--- src/rtl/sync_fifo_param.sv ---
// sync_fifo_param: single-clock FIFO with fill level, almost-full/empty thresholds,
// sticky overflow/underflow flags, and a standard or first-word-fall-through read port.
module sync_fifo_param #(
  parameter int DATA_W   = 8,
  parameter int ADDR_W   = 3,
  parameter int AF_LEVEL = 6,
  parameter int AE_LEVEL = 1,
  parameter int FWFT     = 0
) (
  input  logic              i_clk,
  input  logic              i_reset,
  input  logic [DATA_W-1:0] i_wdata_in,
  input  logic              i_wr,
  input  logic              i_rd,
  input  logic              i_clr_err,
  output logic [DATA_W-1:0] o_rdata_out,
  output logic              o_rvalid,
  output logic              o_rempty,
  output logic              o_wfull,
  output logic              o_almost_full,
  output logic              o_almost_empty,
  output logic [ADDR_W:0]   o_count,
  output logic              o_overflow,
  output logic              o_underflow
);
  localparam int DEPTH = 2 ** ADDR_W;
  localparam logic [ADDR_W:0] FULL_C = (ADDR_W+1)'(DEPTH);
  localparam logic [ADDR_W:0] AF_C = (ADDR_W+1)'(AF_LEVEL);
  localparam logic [ADDR_W:0] AE_C = (ADDR_W+1)'(AE_LEVEL);
  logic [DATA_W-1:0] mem [DEPTH];
  logic [ADDR_W-1:0] wptr, rptr;
  logic [ADDR_W:0] count_nxt;
  logic wr_ok, rd_ok;
  always_comb begin
    wr_ok = i_wr & ~o_wfull;
    rd_ok = i_rd & ~o_rempty;
    count_nxt = o_count + (ADDR_W+1)'(wr_ok) - (ADDR_W+1)'(rd_ok);
  end
  // flags come from count_nxt so they line up with o_count
  always_ff @(posedge i_clk or posedge i_reset) begin
    if (i_reset) begin
      wptr <= '0;
      rptr <= '0;
      o_count <= '0;
      o_rempty <= 1'b1;
      o_wfull <= 1'b0;
      o_almost_full <= 1'b0;
      o_almost_empty <= 1'b1;
      o_overflow <= 1'b0;
      o_underflow <= 1'b0;
    end else begin
      wptr <= wptr + ADDR_W'(wr_ok);
      rptr <= rptr + ADDR_W'(rd_ok);
      o_count <= count_nxt;
      o_rempty <= count_nxt == '0;
      o_wfull <= count_nxt == FULL_C;
      o_almost_full <= count_nxt >= AF_C;
      o_almost_empty <= count_nxt <= AE_C;
      o_overflow <= (o_overflow & ~i_clr_err) | (i_wr & o_wfull);
      o_underflow <= (o_underflow & ~i_clr_err) | (i_rd & o_rempty);
    end
  end
  always_ff @(posedge i_clk) begin
    if (wr_ok) mem[wptr] <= i_wdata_in;
  end
  generate
    if (FWFT != 0) begin : g_fwft
      assign o_rdata_out = o_rempty ? '0 : mem[rptr];
      assign o_rvalid = ~o_rempty;
    end else begin : g_std
      always_ff @(posedge i_clk or posedge i_reset) begin
        if (i_reset) begin
          o_rdata_out <= '0;
          o_rvalid <= 1'b0;
        end else begin
          o_rvalid <= rd_ok;
          if (rd_ok) o_rdata_out <= mem[rptr];
        end
      end
    end
  endgenerate
endmodule

--- config.mk ---
export PLATFORM = sky130hd
export DESIGN_NAME = sync_fifo_param
export DESIGN_NICKNAME = d
export VERILOG_FILES = /design/src/rtl/sync_fifo_param.sv
export SDC_FILE = /design/constraint.sdc
export NUM_CORES = 1
export LEC_CHECK = 0
export ABC_AREA = 0
export CAP_MARGIN = 20
export CELL_PAD_IN_SITES_DETAIL_PLACEMENT = 2
export CELL_PAD_IN_SITES_GLOBAL_PLACEMENT = 2
export CORE_MARGIN = 8
export CORE_UTILIZATION = 41
export CTS_BUF_LIST = sky130_fd_sc_hd__clkbuf_16
export DETAILED_ROUTE_END_ITERATION = 8
export GPL_ROUTABILITY_DRIVEN = 1
export HOLD_SLACK_MARGIN = 0.06
export PLACE_DENSITY_LB_ADDON = 0.12
export SETUP_SLACK_MARGIN = 0.15
export SYNTH_ARGS = -nofsm -noshare
export SYNTH_HDL_FRONTEND = slang
export SYNTH_SLANG_ARGS = --single-unit
--- constraint.sdc ---
create_clock -name i_clk -period 2.72 [get_ports i_clk]
set_clock_uncertainty 0.1 [all_clocks]
set_input_delay 0.544 -clock i_clk [delete_from_list [all_inputs] [get_ports i_clk]]
set_output_delay 0.544 -clock i_clk [all_outputs]
set_load 0.02 [all_outputs]
==> flow_summary.toml <==
[run_status]
status = "complete, no violations"

[clock_network]
clock_latency_ns = 0.34
ctsResizeCount = 0
clk_pin_slew_ns = 0.07
cts_buffer_depth = 2
hold_buffers = 0
numCtsBuffers = 9
numClockSinks = 89
cts_setup_buffers = 0
ctsHtreeMaxLevel = 3
cts_tree = "done"
cts_root_buf = "clkbuf_16"

[pwr]
peakVddDrop_uv = 592
pwr_density_cell_mw_per_mm2 = 1140
power_mw = 5.01
leakagePower_nw = 1.75

[worst_setup_path]
required_ns = 2.85
critPathArrivalTime_ns = 2.55
startpoint_type = "primary input"
critPathSlowestCell = "clkdlybuf4s50_1"
crit_fanout = 3
critPathMaxStageDelay_ns = 0.49
critical_path_class = "primary input to register"
crit_chain = "clkdlybuf4s50_1 > nor2b_1 > nand2_1 > nand2_1 > ha_1 > inv_1 > fa_2 > xor2_2 > inv_1 > a21o_1"
crit_path_end_kind = "register"
worst-path-buf-inv = 3
cp_top_family = "buffers and inverters"

[yosys]
synth_top_area_share_pct = 54.0
ys_seq_area_share_pct = 71.7
synth_edf_count = 64
synth_ff_type = "edfxtp_1"
syn-cell-area_mm2 = 0.00356
ys_types = 29
avgSynthCellArea_um2 = 15.7
syn-num-nets = 247
ys_warn_count = 0
synth-seq-cells = 89
async_flop_share_pct = 28.1
synth_top_area_cell = "edfxtp_1"
syn_inst = 227
synthTopCellsByArea = "edfxtp_1 (54%), dfrtp_1 (16%), mux2i_1 (9.0%)"

[finish]
final_cell_area_mm2 = 0.00439
diodes = 0
fin_nets = 302
final_cells = 395
area_delta_synth_final_pct = 23.3
fillCellCount = 783
layout-drive-gt1-share_pct = 15.3

[place]
gp_congestion = 0.698
place_ws_ns = -0.0433
dpl.cell_count = 379
post-dp-hpwl_mm = 6.18
placed_area_mm2 = 0.00408
portBuffers = 31

[route]
drt_wl_total_mm = 9.11
num_vias = 2053
drt_iter0_markers = 65
wl_per_cell_um = 23.1
ant_nets = 0
drc = 0
routed_via_density = 5.20
first_pass_iters = 4

[global_routing]
grt_start_max_net_pins = 35
grt_pass1_vias = 2316
grt_pass1_wl_mm = 14.0
overflow = 0
grt_antenna_before_repair = 0
grt_use_total_pct = 16.2

[sta]
period_share_pct = 89.0
final_hold_viol_count = 0
slew_violations = 0
fmax_mhz = 413
setup_slack_ns = 0.300
worst_pin_slew_ns = 0.916
setup_violations = 0
timing.hold.ws_ns = 0.385
rsz0062_at_grt = "no"
relSlewSlack_pct = 38.8
period_minus_slack_ns = 2.42

[floorplan]
dieArea_mm2 = 0.0119
die_h_um = 109
row_count = 34
core_area_mm2 = 0.00855
initial_core_util_pct = 41.6
ios = 32
die_w_um = 109

[flow_run]
cap_violations = 0

[worst_hold_path]
worst_hold_path_type = "register to register"
==> path summary, 6_finish.rpt <==
check,startpoint,end,slack (ns),cells past startpoint
worst max-delay path,i_wr,o_almost_full,0.30,10
worst min-delay path,o_rdata_out[3],o_rdata_out[3],0.39,2
worst max register to register,o_rempty,o_almost_full,0.49,10
worst min register to register,o_rdata_out[3],o_rdata_out[3],0.39,2
max in group asynchronous,i_reset,o_rempty,1.73,3
min in group asynchronous,i_reset,rptr[1],0.48,3
==> layout make-up <==
type	count	area [um2]	share of cell area (%)
clock inverter	7	63.8	1.45
clock buffer	9	225	5.13
multi-input combinational	119	900	20.5
timing repair buffer	53	475	10.8
sequential	89	2550	58.1
inverter	10	37.5	0.856
tap	108	135	3.08
==> cells in the final DEF, fill, tap and decap left out, drive strengths merged, types with 3 or more instances in the layout <==
cell           netlist  final
nor2b                3      3
buf                  7     22
dfrtp               23     23
xnor2                3      3
nand2b               5      5
a22oi               16     16
nand3                8      8
nor2                 8      8
nand2               23     23
mux2i               32     32
clkinv               0      5
nor3                 3      3
xor2                 3      3
clkdlybuf4s50        0     31
edfxtp              64     64
inv                 10     11
clkbuf               2      9
ha                   6      6
==> synthesized netlist by cell type (2+ instances only) <==
library cell,instances
edfxtp_1,64
mux2i_1,32
dfrtp_1,23
nand2_1,23
a22oi_1,16
inv_1,10
nand3_1,8
nor2_1,8
ha_1,6
nand2b_1,5
nor2b_1,3
xor2_1,3
a21o_1,2
and2_1,2
buf_12,2
buf_2,2
buf_6,2
dfstp_2,2
nor3_1,2
o21ai_0,2
xnor2_1,2
==> logic make-up after synthesis <==
group / count (synthesis) / share of synthesized area [%]
buffers and inverters: 19 / 3.55
XOR/XNOR: 6 / 1.69
AO/OA/AOI/OAI: 21 / 4.33
adder cells (fa/ha/maj): 7 / 2.67
flip-flops: 89 / 71.7
AND/OR/NAND/NOR: 53 / 7.07
multiplexers: 32 / 9.00
==> power by group <==
group	internal [mW]	switching (mW)
sequential	1.78	0.167
combinational	0.774	1.08
clock	0.704	0.511
total	3.25	1.75
==> through the flow <==
step / utilization, % / setup TNS, ns
6_report: 51.3 / 0
5_1_grt: 51.3 / 0
4_1_cts: 51.1 / 0
3_5_place_dp: 47.7 / -0.115
3_3_place_gp: 47.7 / 0
2_1_floorplan: - / 0
==> sequential cells by signal, indices dropped and copies added, names as in the netlist <==
register,count
mem,64
rptr,3
o_almost_empty,1
o_wfull,1
o_overflow,1
o_rvalid,1
wptr,3
o_underflow,1
o_rdata_out,8
o_count,4
o_almost_full,1
o_rempty,1
==> layer usage <==
metal / wire length (um) / GRT usage, % / up-vias
met3: 223 / 2.96 / 8
li1: - / - / 937
met5: 0 / 0 / -
met1: 3810 / 19.1 / 1084
met4: 106 / 5.67 / 0
met2: 4970 / 29.0 / 24
==> worst register-to-register path: cells and delay by family, from the launching register on <==
family                   cells  cell delay (ns)
AO/OA/AOI/OAI                1             0.18
buffers and inverters        3             0.26
XOR/XNOR                     1             0.21
flip-flops                   1             0.56
adder cells (fa/ha/maj)      2             0.43
AND/OR/NAND/NOR              3             0.39
(Power assumes the default switching activity.)
